`src/rtl/match_sequencer.sv`:
```
// -----------------------------------------------------------------------------
// match_sequencer
//   Single-clock volleyball match controller. It owns both point counters and
//   both set tallies, and applies the set-win rule. The target is SET_PTS with
//   a 2-point lead in the ordinary sets and TB_PTS in the deciding set. A
//   counter that reaches its saturation value always wins the set, so it can
//   never wrap. A one-level history lets the operator revert the last awarded
//   point, including a point that closed a set or the match.
//
// Ports
//   clk        in   system clock, all state changes on the rising edge
//   rst        in   synchronous reset, active-low
//   pt_a/pt_b  in   one-cycle pulse: point to team A / team B
//   undo       in   one-cycle pulse: revert the last awarded point
//   next       in   one-cycle pulse: start match / advance set / clear match
//   pnt1/pnt2  out  team A / team B points
//   set1/set2  out  team A / team B sets won
//   set_num    out  current set 1..2*SETS_TO_WIN-1 (0 while idle)
//   serve      out  0 = team A serving, 1 = team B serving
//   mode25_15  out  1 = ordinary set target, 0 = deciding set target
//   RCOpnt1/2  out  one-cycle pulse: team A / team B won the set
//   match_over out  high while the match is finished
//   state      out  00 IDLE, 01 PLAY, 10 SET_END, 11 MATCH_END
// -----------------------------------------------------------------------------
module match_sequencer #(
  parameter int unsigned SET_PTS     = 25,
  parameter int unsigned TB_PTS      = 15,
  parameter int unsigned SETS_TO_WIN = 3,
  parameter int unsigned PNT_W       = 5
) (
  input  logic             clk,
  input  logic             rst,
  input  logic             pt_a,
  input  logic             pt_b,
  input  logic             undo,
  input  logic             next,
  output logic [PNT_W-1:0] pnt1,
  output logic [PNT_W-1:0] pnt2,
  output logic [1:0]       set1,
  output logic [1:0]       set2,
  output logic [2:0]       set_num,
  output logic             serve,
  output logic             mode25_15,
  output logic             RCOpnt1,
  output logic             RCOpnt2,
  output logic             match_over,
  output logic [1:0]       state
);

  localparam int unsigned      LAST_SET_I = 2 * SETS_TO_WIN - 1;
  localparam logic [2:0]       LAST_SET   = LAST_SET_I[2:0];
  localparam logic [1:0]       SETS_WIN   = SETS_TO_WIN[1:0];
  localparam logic [PNT_W-1:0] PNT_MAX    = '1;
  localparam logic [PNT_W:0]   SET_T      = SET_PTS[PNT_W:0];
  localparam logic [PNT_W:0]   TB_T       = TB_PTS[PNT_W:0];
  localparam logic [PNT_W:0]   LEAD       = (PNT_W + 1)'(2);

  typedef enum logic [1:0] {
    IDLE      = 2'b00,
    PLAY      = 2'b01,
    SET_END   = 2'b10,
    MATCH_END = 2'b11
  } state_t;

  state_t st;

  // One-level undo history
  logic [PNT_W-1:0] h_pnt1;
  logic [PNT_W-1:0] h_pnt2;
  logic             h_serve;
  logic             h_valid;

  // Point-award helpers
  logic [PNT_W:0]   target;
  logic [PNT_W-1:0] a_inc;
  logic [PNT_W-1:0] b_inc;
  logic             a_win;
  logic             b_win;
  logic [1:0]       set1_inc;
  logic [1:0]       set2_inc;
  logic [2:0]       set_num_inc;
  logic             one_point;

  always_comb begin
    target      = (set_num == LAST_SET) ? TB_T : SET_T;
    a_inc       = (pnt1 == PNT_MAX) ? pnt1 : pnt1 + 1'b1;
    b_inc       = (pnt2 == PNT_MAX) ? pnt2 : pnt2 + 1'b1;
    // Lead test is done one bit wider so that "v - o >= 2" cannot underflow.
    a_win       = (({1'b0, a_inc} >= target) && ({1'b0, a_inc} >= {1'b0, pnt2} + LEAD))
                  || (a_inc == PNT_MAX);
    b_win       = (({1'b0, b_inc} >= target) && ({1'b0, b_inc} >= {1'b0, pnt1} + LEAD))
                  || (b_inc == PNT_MAX);
    set1_inc    = set1 + 2'd1;
    set2_inc    = set2 + 2'd1;
    set_num_inc = set_num + 3'd1;
    one_point   = pt_a ^ pt_b;
  end

  assign state = st;

  always_ff @(posedge clk) begin
    if (!rst) begin
      st         <= IDLE;
      pnt1       <= '0;
      pnt2       <= '0;
      set1       <= '0;
      set2       <= '0;
      set_num    <= '0;
      serve      <= 1'b0;
      mode25_15  <= 1'b1;
      RCOpnt1    <= 1'b0;
      RCOpnt2    <= 1'b0;
      match_over <= 1'b0;
      h_pnt1     <= '0;
      h_pnt2     <= '0;
      h_serve    <= 1'b0;
      h_valid    <= 1'b0;
    end else begin
      RCOpnt1 <= 1'b0;
      RCOpnt2 <= 1'b0;

      // Strict priority: the highest asserted pulse owns the cycle, even
      // when it is not valid in the current state; lower pulses are dropped.
      if (undo) begin
        if (h_valid && (st != IDLE)) begin
          pnt1    <= h_pnt1;
          pnt2    <= h_pnt2;
          serve   <= h_serve;
          h_valid <= 1'b0;
          if ((st == SET_END) || (st == MATCH_END)) begin
            // The set winner scored the last point, so it is the server.
            if (serve) set2 <= set2 - 2'd1;
            else       set1 <= set1 - 2'd1;
            st         <= PLAY;
            match_over <= 1'b0;
          end
        end
      end else if (next) begin
        unique case (st)
          IDLE: begin
            st        <= PLAY;
            set_num   <= 3'd1;
            pnt1      <= '0;
            pnt2      <= '0;
            serve     <= 1'b0;
            mode25_15 <= 1'b1;
            h_valid   <= 1'b0;
          end
          SET_END: begin
            st        <= PLAY;
            set_num   <= set_num_inc;
            pnt1      <= '0;
            pnt2      <= '0;
            serve     <= ~set_num_inc[0];
            mode25_15 <= (set_num_inc != LAST_SET);
            h_valid   <= 1'b0;
          end
          MATCH_END: begin
            st         <= IDLE;
            pnt1       <= '0;
            pnt2       <= '0;
            set1       <= '0;
            set2       <= '0;
            set_num    <= '0;
            serve      <= 1'b0;
            mode25_15  <= 1'b1;
            match_over <= 1'b0;
            h_valid    <= 1'b0;
          end
          default: ;
        endcase
      end else if (one_point && (st == PLAY)) begin
        h_pnt1  <= pnt1;
        h_pnt2  <= pnt2;
        h_serve <= serve;
        h_valid <= 1'b1;
        if (pt_a) begin
          pnt1  <= a_inc;
          serve <= 1'b0;
          if (a_win) begin
            set1    <= set1_inc;
            RCOpnt1 <= 1'b1;
            if (set1_inc == SETS_WIN) begin
              st         <= MATCH_END;
              match_over <= 1'b1;
            end else begin
              st <= SET_END;
            end
          end
        end else begin
          pnt2  <= b_inc;
          serve <= 1'b1;
          if (b_win) begin
            set2    <= set2_inc;
            RCOpnt2 <= 1'b1;
            if (set2_inc == SETS_WIN) begin
              st         <= MATCH_END;
              match_over <= 1'b1;
            end else begin
              st <= SET_END;
            end
          end
        end
      end
    end
  end

endmodule
```
`config.mk`:
```
export PLATFORM = sky130hd
export DESIGN_NAME = match_sequencer
export DESIGN_NICKNAME = d
export VERILOG_FILES = /design/src/rtl/match_sequencer.sv
export SDC_FILE = /design/constraint.sdc
export NUM_CORES = 1
export LEC_CHECK = 0
export ABC_AREA = 1
export CORE_ASPECT_RATIO = 1.5
export CORE_UTILIZATION = 35
export CTS_CLUSTER_DIAMETER = 150
export DETAILED_ROUTE_END_ITERATION = 7
export GPL_TIMING_DRIVEN = 0
export PLACE_DENSITY = 0.64
export SLEW_MARGIN = 15
export SYNTH_ARGS = -nofsm -noshare
export SYNTH_HDL_FRONTEND = slang
export SYNTH_SLANG_ARGS = --single-unit
```
`constraint.sdc`:
```
create_clock -name clk -period 3.2 [get_ports clk]
set_input_delay 0.32 -clock clk [delete_from_list [all_inputs] [get_ports clk]]
set_output_delay 0.32 -clock clk [all_outputs]
set_load 0.005 [all_outputs]
```
# --- After elaboration in Yosys (flattened, before gate mapping) ---
# Cells that the tools add are included.
word_totals:
  ff_bits: 36
  latchBits: 0
  ram_bits: 0
  mem_bits_ro: 0
  out_inout_bits: 24
  wordCells: 158
  memories: 0
op_classes:
  add_sub_neg: 9
  mul: 0
  n_div: 0
  magnitude_cmp: 4
  eq_ne: 22
  shift: 0
  n_mux: 68
  bitwise_logic: 7
  reduce_logical: 33
op_table:
  columns: ["op", "n"]
  rows:
  - ["two-way mux 5 bit", 14]
  - ["two-way mux 2 bit", 25]
  - ["two-way mux 1 bit", 25]
  - ["== test 5 bit, second input constant", 4]
  - ["AND reduction 3 bit", 5]
  - ["nonzero test 3 bit", 5]
  - ["AND reduction 7 bit", 2]
  - ["adder 5 x 2 -> 6 bit, second input constant", 2]
  - [">= comparator 5 x 6 -> 1 bit", 2]
  - ["adder 5 x 1 -> 5 bit, second input constant", 2]
  - [">= comparator 5 bit", 2]
  - ["OR reduction 5 bit", 2]
  - ["case mux 3 bit (3 select lines)", 1]
  - ["== test 2 bit, second input constant", 4]
  - ["!= test 4 x 1 -> 1 bit, second input constant", 2]
  - ["!= test 4 x 3 -> 1 bit, second input constant", 2]
  - ["AND reduction 4 bit", 2]
  - ["AND reduction 8 bit", 1]
  - ["nonzero test 4 bit", 2]
  - ["!= test 2 x 1 -> 1 bit, second input constant", 3]
  - ["!= test 3 bit, second input constant", 2]
  - ["NOT 1 bit", 6]
  - ["AND reduction 6 bit", 1]
  - ["adder 2 x 1 -> 2 bit, second input constant", 2]
  - ["16 further kinds", 25]

# --- Logic depth before layout (Yosys ltp) ---
logic_depth:
  depth_word: 10
  depth_mapped: 20
  mapped_depth_nobuf: 20

# --- Worst setup path after synthesis ---
# Ideal clock, no wire load.
synth_timing:
  path_kind: "flip-flop to flip-flop"
  from: "register pnt1[0]"
  to: "register st[0] (netlist: state[0])"
  arrival_ns: 2.151
  required_time_ns: 3.087
  path_slack_ns: 0.936
  path_stages_with_launch: 17
  n_path_buf: 0
  synth_period_minus_slack_ns: 2.264
  path_cell_list: "dfxtp_1 > ha_1 > or2_2 > a21oi_1 > inv_1 > ha_1 > a21o_1 > nand3_1 > nand2_1 > inv_1 > nand2_1 > nand2_2 > nand3_2 > nand3_2 > nand2_1 > nand2_1 > nor2_1"
synth_between:
  elab_chain_len: 7
  word_cells_on_any_way: 15
  cone_classes: "add/sub (2); order compare (3); eq/ne (3); mux (1); reduce/logical (6)"
synth_lines:
  columns: ["element", "line_no", "rtl"]
  rows:
  - ["start, declared", "37", "output logic [PNT_W-1:0] pnt1,"]
  - ["start signal, assigned", "126", "pnt1 <= h_pnt1;"]
  - ["start signal, assigned", "178", "pnt1 <= a_inc;"]
  - ["adder 5 x 1 -> 5 bit / == test 5 bit (equally long branches)", "86", "a_inc = (pnt1 == PNT_MAX) ? pnt1 : pnt1 + 1'b1;"]
  - ["two-way mux 5 bit", "86", null]
  - [">= comparator 5 x 6 -> 1 bit / >= comparator 5 bit (equally long branches)", "89", "a_win = (({1'b0, a_inc} >= target) && ({1'b0, a_inc} >= {1'b0, pnt2} + LEAD))"]
  - ["logical AND 1 bit", "89", null]
  - ["logical OR 1 bit", "90", "|| (a_inc == PNT_MAX);"]
  - ["!= test 4 x 1 -> 1 bit (no line)", null, null]
  - ["AND reduction 6 bit (no line) *", null, null]
  - ["end signal, assigned", "103", "st <= IDLE;"]
  - ["end signal, assigned", "134", "st <= PLAY;"]
  - ["end signal, assigned", "141", "st <= PLAY;"]
  - ["end, declared", "65", "state_t st;"]
# Mark *: on every way between the ends. The rest lies on a longest branch, timed or not.
# A chain may end at the register's enable or synchronous reset.

# --- Final worst setup path ---
layout_timing:
  from: "register pnt2[2]"
  to: "register set2[0]"
layout_between:
  elab_chain_len: 7
  word_cells_on_any_way: 10
  cone_classes: "add/sub (1); order compare (2); eq/ne (2); mux (1); reduce/logical (4)"
layout_lines:
  columns: ["element", "line_no", "rtl"]
  rows:
  - ["start, declared", "38", "output logic [PNT_W-1:0] pnt2,"]
  - ["start signal, assigned", "127", "pnt2 <= h_pnt2;"]
  - ["start signal, assigned", "191", "pnt2 <= b_inc;"]
  - ["adder 5 x 1 -> 5 bit / == test 5 bit (equally long branches)", "87", "b_inc = (pnt2 == PNT_MAX) ? pnt2 : pnt2 + 1'b1;"]
  - ["two-way mux 5 bit *", "87", null]
  - [">= comparator 5 x 6 -> 1 bit / >= comparator 5 bit (equally long branches)", "91", "b_win = (({1'b0, b_inc} >= target) && ({1'b0, b_inc} >= {1'b0, pnt1} + LEAD))"]
  - ["logical AND 1 bit", "91", null]
  - ["logical OR 1 bit *", "92", "|| (b_inc == PNT_MAX);"]
  - ["nonzero test 3 bit (no line) *", null, null]
  - ["AND reduction 7 bit (no line) *", null, null]
  - ["end signal, assigned", "132", "if (serve) set2 <= set2 - 2'd1;"]
  - ["end signal, assigned", "194", "set2 <= set2_inc;"]
  - ["end, declared", "40", "output logic [1:0] set2,"]
# Marked as above.

==> out/qor.yml <==
sta:
  fmax_ghz: 0.3708
  relSlewSlack_pct: 66.08
  fin_setup_tns_ns: 0
  fin_skew_ns: 0.006754
  tightestPinTransition_ns: 0.5088
  final.min_clock_period_ns: 2.697
  hold_viol: 0
  drv_slew: 0
  final.period_utilization_pct: 84.29
  setup_violations: 0
  rsz0062_at_grt: "false"
power:
  seqPwrFrac_pct: 44.1
  cellInternalPower_w: 0.0007739
  power.leakage_nw: 1.355
  switching_power_w: 0.0003470
  pwr-share-comb_pct: 23.8
  peakVddDrop_mv: 0.2801
  p_clk_share_pct: 32.1
  power_density_nw_per_um2: 366.1
  p_sw_share_pct: 30.96
floorplan:
  dieHeight_um: 106.8
  dieArea_um2: 7678
  core_area_um2: 6990
  rows: 37
  floorplan.io_pins: 30
  start_util_pct: 36.67
  die_x_um: 71.88
finish:
  finish.utilization_pct: 43.80
  final_layout_size_suffix_gt1_share_pct: 11.90
  n_antenna_cell: 0
  fin_nets: 431
  finalInstanceArea_um2: 3062
  area_growth_pct: 19.42
yosys:
  yosysTopAreaCellShare_pct: 28.11
  ys_warn_count: 0
  synth_ff_type: "dfxtp_1"
  synth_top_family_by_area: "simple AND/OR/NAND/NOR gates"
  synth_compound_area_share_pct: 19.13
  synth_area_um2: 2564
  ys_ff_latch: 36
  synth.avg_cell_area_um2: 7.121
  synth_area_leaders: "dfxtp_1, ha_1, nand2_1, a21oi_1, o21ai_0"
  syn_inst: 360
  synth-simple-area-share_pct: 26.94
  ys_types: 38
  yosysTopAreaCell: "dfxtp_1"
  synthAdderAreaFrac_pct: 14.64
  synth_nets: 396
  ys_seq_area_share_pct: 28.11
  synth_edf_count: 0
  async_flop_share_pct: 0
  yosys.cell_count.top_type: "nand2_1"
  yosys-top-cells-count: "nand2_1, inv_1, a21oi_1, dfxtp_1, o21ai_0"
  synthXorXnorAreaFrac_pct: 2.050
  muxShareOfSynthArea_pct: 0
clock_network:
  cts_tree: "yes"
  clk_latency_ns: 0.29
  cts_setup_buffers: 0
  root_buffer: "clkbuf_8"
  clkSinkCount: 36
  hold_buffers: 0
  cts_resized: 0
  cts_made_buffers: 5
  cts_buffer_depth: 2
  clk_pin_slew_ns: 0.07
  htree_levels: 2
setup_path:
  cp.required_ns: 3.38
  endpoint_kind: "flip-flop"
  crit_buf_inv: 1
  worstPathCellList: "ha_1 -> nand2_1 -> nand2_1 -> nand2_1 -> nor2_1 -> inv_1 -> ha_1 -> a21oi_1 -> nor2_1 -> a21oi_1 -> o21ai_0 -> nand2_1 -> nand2_2 -> o21ai_2 -> nand2_1 -> nand2_1 -> nor2_1"
  crit_type: "reg2reg"
  critPathMaxFanout: 8
  worstPathArrival_ns: 2.87
  crit_slowest_cell: "dfxtp_1"
  crit_family: "simple AND/OR/NAND/NOR gates"
  cp-start-kind: "flip-flop"
  crit_path_max_incr_delay_ns: 0.50
  crit_top_cell: "nand2_1"
placed_design:
  dpl_cell_area_um2: 2965
  place.gp.congestion: 0.9186
  numPortBuffers: 28
  dpl.hpwl_um: 5176
global_routing:
  overflow: 0
  antenna_found_initial: 0
  grt_start_max_net_pins: 11
  grt_use_total_pct: 18.06
  first_global_vias: 2431
  grt_pass1_wl_um: 10850
job:
  drv_cap: 0
route:
  drt_iter0_markers: 97
  drt_first_pass_iters: 5
  wl_um: 6498
  antenna_left: 0
  via_count: 2457
  drc: 0
  via_per_inst: 4.994
  routedWlPerCell_um: 13.21
outcome:
  status: "finished clean"
hold_path:
  hold_class: "reg2reg"
==> worst min-delay path, stage by stage (launching register included) <==
cell	delay, ns
dfxtp_1	0.31
inv_1	0.05
a21oi_1	0.05
==> state kept, by name, summed over array words and instances (netlist names) <==
signal and count:
h_pnt1 5, h_pnt2 5, pnt1 5, pnt2 5, set_num 3, set1 2, set2 2, state 2
RCOpnt1 1, RCOpnt2 1, h_serve 1, h_valid 1, match_over 1, mode25_15 1, serve 1
==> power by group through the flow <==
stage                     combinational, W  clock [W]  sequential, W
final                             0.000267   0.000360       0.000494
after global routing              0.000303   0.000378       0.000498
after CTS                         0.000267   0.000365       0.000495
after detailed placement          0.000266          0       0.000505
after global placement            0.000259          0       0.000505
after floorplan                   0.000176          0       0.000501
==> layout by cell type, fill, tap and decap left out, types with 10 or more instances in the layout <==
master / n
ha_1: 30
a21oi_1: 40
inv_1: 44
o21ai_0: 34
nand2_2: 10
nand2_1: 67
nor2_1: 23
nand3_1: 17
dfxtp_1: 36
clkdlybuf4s50_1: 28
==> routing by layer <==
metal	global-route usage (%)	part of all wire [%]
met1	18.67	40
met4	8.824	2.5
met3	2.632	3.5
met2	34.50	54
met5	0	0
==> per-stage QoR <==
step / hold slack (ns) / total power (W) / setup WS, ns / instances
floorplan: 0.4419 / 0.0006771 / 0.9363 / 360
global placement: 0.4441 / 0.0007641 / 0.5058 / 485
detailed placement: 0.4475 / 0.0007709 / 0.4950 / 485
CTS: 0.4579 / 0.001127 / 0.4671 / 492
global route: 0.4828 / 0.001180 / 0.2509 / 492
finish: 0.4553 / 0.001121 / 0.5028 / 492
==> kinds of logic after synthesis <==
family	after synthesis
xor gates and xnor gates	6
DFF	36
and+or+nand+nor	141
buffers and inverters	57
adders and majority gates	30
AOI/OAI and AO/OA	90
==> worst paths after layout <==
kind         cells after the start                      end  slack, ns                    start
max                             17     set2[0]$_SDFFE_PN0P_       0.50     pnt2[2]$_SDFFE_PN0P_
min                              2  match_over$_SDFFE_PN0P_       0.46  match_over$_SDFFE_PN0P_
min reg2reg                      2  match_over$_SDFFE_PN0P_       0.46  match_over$_SDFFE_PN0P_
max reg2reg                     17     set2[0]$_SDFFE_PN0P_       0.50     pnt2[2]$_SDFFE_PN0P_
==> area by class of cell <==
cell class                      count  area, um2
Fill cell                         734       3929
Inverter                           50      187.7
Buffer                              7      46.29
Tap cell                           97      121.4
Timing Repair Buffer               28      280.3
Sequential cell                    36      720.7
Multi-Input combinational cell    267       1609
Clock buffer                        7      96.34
No activity file was read; power rests on OpenSTA's default activity.
